File: src/rtl/enigma_rotor.sv
`default_nettype none
// ============================================================================
// Module      : enigma_rotor
// Description : One stepping rotor stage of the Enigma datapath, located
//               directly upstream of the reflector.
//               Forward (dec=0): letter enciphered through the wiring table
//               at the current offset, optionally stepping the rotor first.
//               Backward (dec=1): inverse wiring found by scanning the table
//               one entry per cycle.
//               Emits a one-cycle notch carry for the next rotor.
// Ports       : clk, reset_n (sync, active-low)
//               set, idx_in[207:0], offset_in[4:0]  - table / offset load
//               valid, din[7:0], dec, step          - transaction request
//               dout[7:0], done, err                - registered result
//               busy, carry_out, offset_out[4:0]    - status
// Revision    : 1.0 - initial release
// ============================================================================
module enigma_rotor #(
  parameter int NOTCH = 16
) (
  input  logic         clk,
  input  logic         reset_n,
  input  logic         set,
  input  logic [207:0] idx_in,
  input  logic [4:0]   offset_in,
  input  logic         valid,
  input  logic [7:0]   din,
  input  logic         dec,
  input  logic         step,
  output logic [7:0]   dout,
  output logic         done,
  output logic         err,
  output logic         busy,
  output logic         carry_out,
  output logic [4:0]   offset_out
);

  localparam logic [7:0] C_ASCII_A = 8'h41;
  localparam logic [7:0] C_ASCII_Z = 8'h5A;
  localparam logic [7:0] C_QMARK   = 8'h3F;
  localparam logic [4:0] C_NOTCH   = 5'(NOTCH);

  typedef enum logic [1:0] {
    IDLE = 2'd0,
    FWD  = 2'd1,
    SCAN = 2'd2
  } state_t;

  state_t     state_q;
  logic [7:0] table_q [26];
  logic [4:0] offset_q;
  logic [4:0] d_q;       // latched forward letter index
  logic [4:0] target_q;  // backward search value
  logic [4:0] j_q;       // backward scan position
  logic [7:0] dout_q;
  logic       done_q;
  logic       err_q;
  logic       carry_q;

  // Reduce a value in 0..51 to 0..25.
  function automatic logic [4:0] mod26_small(input logic [5:0] v);
    logic [5:0] r;
    r = (v >= 6'd26) ? (v - 6'd26) : v;
    return r[4:0];
  endfunction

  // Full reduction; table entries are not guaranteed to be letters.
  function automatic logic [4:0] mod26_full(input logic [8:0] v);
    logic [8:0] r;
    r = v % 9'd26;
    return r[4:0];
  endfunction

  logic       w_din_ok;
  logic [7:0] w_d;
  logic [4:0] w_target;
  logic [4:0] offset_d;   // offset after a step
  logic [4:0] w_fidx;
  logic [7:0] w_fval;
  logic [4:0] w_fout;
  logic [7:0] w_sval;
  logic       w_scan_hit;
  logic [4:0] w_sout;

  assign w_din_ok = (din >= C_ASCII_A) && (din <= C_ASCII_Z);
  assign w_d      = din - C_ASCII_A;
  assign w_target = mod26_small({1'b0, w_d[4:0]} + {1'b0, offset_q});
  assign offset_d = (offset_q == 5'd25) ? 5'd0 : (offset_q + 5'd1);

  // Forward path uses offset_q, which already holds the stepped value in FWD.
  assign w_fidx = mod26_small({1'b0, d_q} + {1'b0, offset_q});
  assign w_fval = table_q[w_fidx] - C_ASCII_A;
  assign w_fout = mod26_full({1'b0, w_fval} + 9'd26 - {4'd0, offset_q});

  assign w_sval     = table_q[j_q] - C_ASCII_A;
  assign w_scan_hit = (w_sval == {3'd0, target_q});
  assign w_sout     = mod26_small({1'b0, j_q} + 6'd26 - {1'b0, offset_q});

  always_ff @(posedge clk) begin
    if (!reset_n) begin
      state_q  <= IDLE;
      offset_q <= 5'd0;
      d_q      <= 5'd0;
      target_q <= 5'd0;
      j_q      <= 5'd0;
      dout_q   <= 8'd0;
      done_q   <= 1'b0;
      err_q    <= 1'b0;
      carry_q  <= 1'b0;
      for (int i = 0; i < 26; i++) begin
        table_q[i] <= C_ASCII_A + 8'(i);
      end
    end else begin
      // Strobes default low; dout holds.
      done_q  <= 1'b0;
      err_q   <= 1'b0;
      carry_q <= 1'b0;
      case (state_q)
        IDLE: begin
          if (set) begin
            for (int i = 0; i < 26; i++) begin
              table_q[i] <= idx_in[207-8*i -: 8];
            end
            offset_q <= (offset_in > 5'd25) ? 5'd0 : offset_in;
          end else if (valid) begin
            if (!w_din_ok) begin
              dout_q <= C_QMARK;
              done_q <= 1'b1;
              err_q  <= 1'b1;
            end else if (!dec) begin
              d_q <= w_d[4:0];
              if (step) begin
                offset_q <= offset_d;
                carry_q  <= (offset_q == C_NOTCH);
              end
              state_q <= FWD;
            end else begin
              target_q <= w_target;
              j_q      <= 5'd0;
              state_q  <= SCAN;
            end
          end
        end
        FWD: begin
          dout_q  <= {3'd0, w_fout} + C_ASCII_A;
          done_q  <= 1'b1;
          state_q <= IDLE;
        end
        SCAN: begin
          if (w_scan_hit) begin
            dout_q  <= {3'd0, w_sout} + C_ASCII_A;
            done_q  <= 1'b1;
            state_q <= IDLE;
          end else if (j_q == 5'd25) begin
            // Table is not a permutation: no inverse exists.
            dout_q  <= C_QMARK;
            done_q  <= 1'b1;
            err_q   <= 1'b1;
            state_q <= IDLE;
          end else begin
            j_q <= j_q + 5'd1;
          end
        end
        default: state_q <= IDLE;
      endcase
    end
  end

  assign dout       = dout_q;
  assign done       = done_q;
  assign err        = err_q;
  assign busy       = (state_q != IDLE);
  assign carry_out  = carry_q;
  assign offset_out = offset_q;

endmodule
`default_nettype wire

File: config.mk
export PLATFORM = sky130hd
export DESIGN_NAME = enigma_rotor
export DESIGN_NICKNAME = d
export VERILOG_FILES = /design/src/rtl/enigma_rotor.sv
export SDC_FILE = /design/constraint.sdc
export NUM_CORES = 1
export LEC_CHECK = 0
export ABC_AREA = 1
export BUFFER_PORTS_ARGS = -buffer_cell sky130_fd_sc_hd__buf_2
export CORE_MARGIN = 5
export CORE_UTILIZATION = 58
export CTS_CLUSTER_SIZE = 28
export DETAILED_ROUTE_END_ITERATION = 12
export HOLD_SLACK_MARGIN = 0.03
export PLACE_DENSITY = 0.8
export REMOVE_ABC_BUFFERS = 1
export SLEW_MARGIN = 20
export SYNTH_ARGS = -nofsm -noshare
export SYNTH_HDL_FRONTEND = slang
export SYNTH_SLANG_ARGS = --single-unit
File: constraint.sdc
create_clock -name clk -period 9.32 [get_ports clk]
set_input_delay 0.466 -clock clk [delete_from_list [all_inputs] [get_ports clk]]
set_output_delay 0.466 -clock clk [all_outputs]
set_load 0.02 [all_outputs]
After elaboration in Yosys (flattened, before gate mapping)
Memory sizes are Yosys's and may differ from the RTL's. A register that Yosys moved wholly into a read port is not among the register bits.
Cells that the tools add are included.
{"block": "word_totals", "word_cells": 167, "mem_count": 1, "register_bits": 33, "ram_bits": 208, "inputBits": 227}
{"block": "op_classes", "magnitude_cmp": 6, "n_bitwise": 33, "n_reduce_logical": 15, "n_addsub": 16, "n_mux": 71, "eq_ne": 15, "n_div": 1}
{"memory": "table_q", "words": 26, "word_bits": 8, "rd": 2, "rd_clocked_by_memory_dff": 1, "wr": 26, "line": "50", "source": "logic [7:0] table_q [26];"}
{"operator": "two-way mux 8 bit", "n": 31}
{"operator": "two-way mux 5 bit", "n": 18}
{"operator": "bitwise OR 1 bit", "n": 26}
{"operator": "case mux 8 bit (3 select lines)", "n": 1}
{"operator": "AND reduction 5 bit", "n": 4}
{"operator": ">= comparator 6 x 5 -> 1 bit (second input constant)", "n": 3}
{"operator": "adder 5 x 7 -> 8 bit (second input constant)", "n": 2}
{"operator": "!= test 2 bit (second input constant)", "n": 8}
{"operator": "subtractor 8 x 7 -> 8 bit (second input constant)", "n": 2}
{"operator": "equality test 5 bit (second input constant)", "n": 3}
{"operator": "subtractor 5 bit (second input constant)", "n": 3}
{"operator": "adder 5 x 5 -> 6 bit", "n": 2}
{"operator": "two-way mux 2 bit", "n": 6}
{"operator": "two-way mux 1 bit", "n": 11}
{"operator": "adder 5 x 1 -> 5 bit (second input constant)", "n": 2}
{"operator": "case mux 5 bit (2 select lines)", "n": 1}
{"operator": "nonzero test 2 bit", "n": 5}
{"operator": "adder 8 x 5 -> 9 bit (second input constant)", "n": 1}
{"operator": "modulo 9 x 5 -> 9 bit (second input constant)", "n": 1}
{"operator": "subtractor 9 x 5 -> 9 bit", "n": 1}
{"operator": "equality test 8 x 5 -> 1 bit", "n": 1}
{"operator": ">= comparator 8 x 7 -> 1 bit (second input constant)", "n": 1}
{"operator": "<= comparator 8 x 7 -> 1 bit (second input constant)", "n": 1}
{"operator": "inverter 1 bit", "n": 7}
{"operator": "16 further kinds", "n": 16}

Logic depth before layout (Yosys ltp)
An unclocked memory read counts as a cell.
{"block": "depth", "ltp_word": 10, "ltp_mapped": 59, "mapped_depth_nobuf": 57}

Worst setup path after synthesis
OpenSTA, ideal clock, no wires.
{"block": "synth_path", "path_kind": "flip-flop to flip-flop", "startpoint": "register offset_q[0], in the netlist offset_out[0]", "endpoint": "register dout_q[1], in the netlist dout[1]", "path_stages_with_launch": 43, "arrival_ns": 6.582, "n_path_buf": 1, "period_less_slack_ns": 6.712, "t_required_ns": 9.190, "setup_slack_ns": 2.608, "cell_sequence": "dfxtp_1 -> ha_1 -> fa_1 -> inv_1 -> nand2_1 -> nand3_4 -> nand2_4 -> nand2_1 -> xor2_2 -> buf_4 -> nand3_1 -> nand2_2 -> inv_1 -> ha_1 -> xor2_1 -> ha_1 -> inv_1 -> fa_1 -> [7 not listed] -> a21oi_1 -> nor2_2 -> nand3_2 -> nand2_2 -> nand2_1 -> nand2_1 -> inv_2 -> nand3_1 -> nand2_1 -> nand2_1 -> o21a_2 -> nand2_4 -> nand2_4 -> nand2_1 -> nand2_1 -> ha_1 -> a221oi_1 -> a21oi_1"}
{"block": "synth_via", "elab_chain_cells": 10, "elab_cells_between_ends": 17, "classes_between": "add/sub: 9; div: 1; order compare: 2; mux: 4; memory: 1"}
{"item": "start, declared", "line": "51", "source": "logic [4:0] offset_q;"}
{"item": "start signal, assigned", "line": "124", "source": "offset_q <= (offset_in > 5'd25) ? 5'd0 : offset_in;"}
{"item": "start signal, assigned", "line": "133", "source": "offset_q <= offset_d;"}
{"item": "adder 5 x 5 -> 6 bit", "line": "91", "source": "assign w_fidx = mod26_small({1'b0, d_q} + {1'b0, offset_q});"}
{"item": "subtractor 5 bit or >= comparator 6 x 5 -> 1 bit (tied branches)", "line": "63", "source": "r = (v >= 6'd26) ? (v - 6'd26) : v;"}
{"item": "two-way mux 5 bit", "line": "63"}
{"item": "memory read (26 x 8 bit)"}
{"item": "subtractor 8 x 7 -> 8 bit", "line": "92", "source": "assign w_fval = table_q[w_fidx] - C_ASCII_A;"}
{"item": "adder 8 x 5 -> 9 bit", "line": "93", "source": "assign w_fout = mod26_full({1'b0, w_fval} + 9'd26 - {4'd0, offset_q});"}
{"item": "subtractor 9 x 5 -> 9 bit", "line": "93"}
{"item": "modulo 9 x 5 -> 9 bit", "line": "70", "source": "r = v % 9'd26;"}
{"item": "adder 5 x 7 -> 8 bit", "line": "145", "source": "dout_q <= {3'd0, w_fout} + C_ASCII_A;"}
{"item": "case mux 8 bit (3 select lines) *", "line": "118", "source": "case (state_q)"}
{"item": "end signal, assigned", "line": "145"}
{"item": "end signal, assigned", "line": "151", "source": "dout_q <= {3'd0, w_sout} + C_ASCII_A;"}
{"item": "end, declared", "line": "55", "source": "logic [7:0] dout_q;"}
Mark *: on every way between the ends. The rest lies on a longest branch, timed or not.
A chain may end at the register's enable or synchronous reset.

Worst setup path after layout
Ends and elaborated chain as after synthesis.

==> metrics.cfg <==
[run_status]
status = complete, no violations

[synth]
ys_warn_count = 0
async_flop_share_pct = 0
synth_edf_count = 208
synth_top_area_share_pct = 39.1
synth-main-ff-cell = edfxtp_1
synth_top_cell_by_area = edfxtp_1
synth_area_per_cell_um2 = 7.81
yosys-top-cells-area = edfxtp_1, nand2_1, inv_1, o21ai_0, nor2_1
netlist_area_um2 = 16000
syn_inst = 2047
ys_ff_latch = 245
synth_seq_area_share_pct = 43.7
synth_cell_types = 56

[sta]
setup_viol = 0
postLayoutSetupSlackWorst_ps = 1150
fmax_mhz = 122
finalCriticalPeriod_ps = 8170
finalCritPeriodShare_pct = 87.7
rsz0062_at_grt = false
fin_skew_ps = 11.7
relSlewSlack_pct = 24.6
tns_ps = 0
slew_viol_final = 0
worstMarginPinSlew_ps = 1130
hold_viol_final = 0

[place]
place_ws_ps = 1320
place.gp.congestion = 0.904
dp_hpwl_mm = 31.0
io_buffers = 242
place_inst = 2537

[worst_hold_path]
hold_end = d_q[0]
hold_depth = 2
hp-start = din[0]
hold_class = input port to flop

[clock_network]
cts_resized = 0
clk_latency_ps = 530
hold_buffers = 0
htreeDepth = 1
post_cts_buffers = 0
cts_made_buffers = 26
cts_tree = done
cts_sinks = 245
cts-root-buf = clkbuf_16
clk_pin_slew_ps = 60
clk_path_buf_depth = 3

[setup_path]
worstPathRequired_ps = 9720
r2r-end = dout[1]
crit_type = flop to flop
crit_slowest_cell = o21ai_2
cp-start-kind = flop
startpoint = offset_out[0]
regToRegSetupSlack_ps = 1150
r2r_cells = 43
cp.arrival_ps = 8570
worst-path-max-fanout = 16
crit_path_frequent_cell = nand2_1
cpPeakStageDelay_ps = 820
end_kind = flop
r2r-start = offset_out[0]

[final_layout]
area_growth_pct = 13.5
fillCellCount = 2229
seqCellArea_um2 = 6990
layout_common_cells = nand2_1, inv_1, nor2_1
finalNonFillerCells = 2583
finish.utilization_pct = 67.2
drive_above_1_share_pct = 19.8
final_common_cell = nand2_1
multi_input_area_um2 = 7430
nNetsFinal = 2505
antenna_cells = 0

[global_routing]
track_usage_pct = 28.4
first_global_vias = 14400
grt_first_pass_wirelength_mm = 71.6
globalRouteOverflowTotal = 0
grt_max_degree = 97
antenna_found_initial = 1

[detailed_routing]
routed_via_density = 5.71
vias = 14800
drtAntennaViolNets = 0
first_pass_iters = 7
routed_wl_mm = 45.0
drc = 0
wl_per_cell_um = 17.4
drtIter0Drc = 1788

[flow_run]
maxCapViolCount = 0

[floorplanning]
start_util_pct = 59.2
core_area_um2 = 27000
rows = 60
io-pin-count = 244
die-area_um2 = 31000
die_x_um = 176
die_y_um = 176

[final cells by class]
class	instances	share of cell area, %
Multi-Input combinational cell	1392	40.9
Sequential cell	245	38.5
Timing Repair Buffer	255	7.21
Inverter	304	6.31
Clock buffer	39	4.34
Tap cell	341	2.35
Clock inverter	7	0.345
[registers in the layout, indices dropped and copies added (netlist names), named ones only]
signal      cells
dout            7
carry_out       1
target_q        5
table_q       208
j_q             5
state_q         2
offset_out      5
d_q             5
done            1
err             1
[per-stage QoR]
step                      hold WS [ps]  cell area [um^2]
after floorplan                    445             15500
after global placement             474             17300
after detailed placement           482             17300
after CTS                          129             18100
after global routing               170             18100
final                              152             18100
[worst max-delay path by stage]
stage               to  slack [ps]  cells after the start
2_1_floorplan  dout[1]         190                     46
3_3_place_gp   dout[1]        1700                     42
3_5_place_dp   dout[1]        1320                     43
4_1_cts        dout[1]        1290                     43
5_1_grt        dout[1]         430                     51
6_report       dout[1]        1150                     43
[cell families (layout without fill, tap and decap cells)]
| logic type | count (synthesis) | in the layout | share of synthesized area, % |
|---|---|---|---|
| fa+ha+maj | 54 | 54 | 4.41 |
| other cells | 1 | 1 | 0.0234 |
| xor+xnor | 34 | 34 | 1.96 |
| mux | 10 | 10 | 0.626 |
| compound gates | 390 | 390 | 13.8 |
| buf+inv | 410 | 605 | 10.0 |
| simple gates | 903 | 903 | 25.5 |
| flops | 245 | 245 | 43.7 |
[per-layer routing]
| metal | global-route usage (%) | vias up | share of wire, % |
|---|---|---|---|
| met3 | 4.05 | 124 | 8.7 |
| li1 | - | 7106 | - |
| met4 | 10.5 | 2 | 3.8 |
| met2 | 47.9 | 777 | 47 |
| met5 | 0 | - | 0.044 |
| met1 | 37.5 | 6747 | 40 |
[cells in the mapped netlist, types with 8 or more instances]
cell / number
a31oi_1: 8
nand2_2: 20
xor2_1: 21
o21ai_0: 213
o21ai_1: 11
nand2_1: 322
inv_1: 296
or2_2: 89
o221ai_1: 16
edfxtp_1: 208
a21oi_1: 79
nor2_1: 252
nand3_1: 175
o211ai_1: 30
ha_1: 50
dfxtp_1: 37
xnor2_1: 11
buf_2: 9
nand4_1: 9
mux2i_1: 10
clkbuf_1: 83
[critical path, delay by kind of cell, from the launching register on]
family | cells | cell delay (ps)
adder cells (fa/ha/maj) | 6 | 1990
buffers and inverters | 4 | 450
XOR/XNOR | 2 | 570
flip-flops | 1 | 640
AND/OR/NAND/NOR | 26 | 2620
AO/OA/AOI/OAI | 5 | 1750
Power is not shown: default switching activity piles up to over one toggle a cycle in this logic, so the estimate is an artifact.
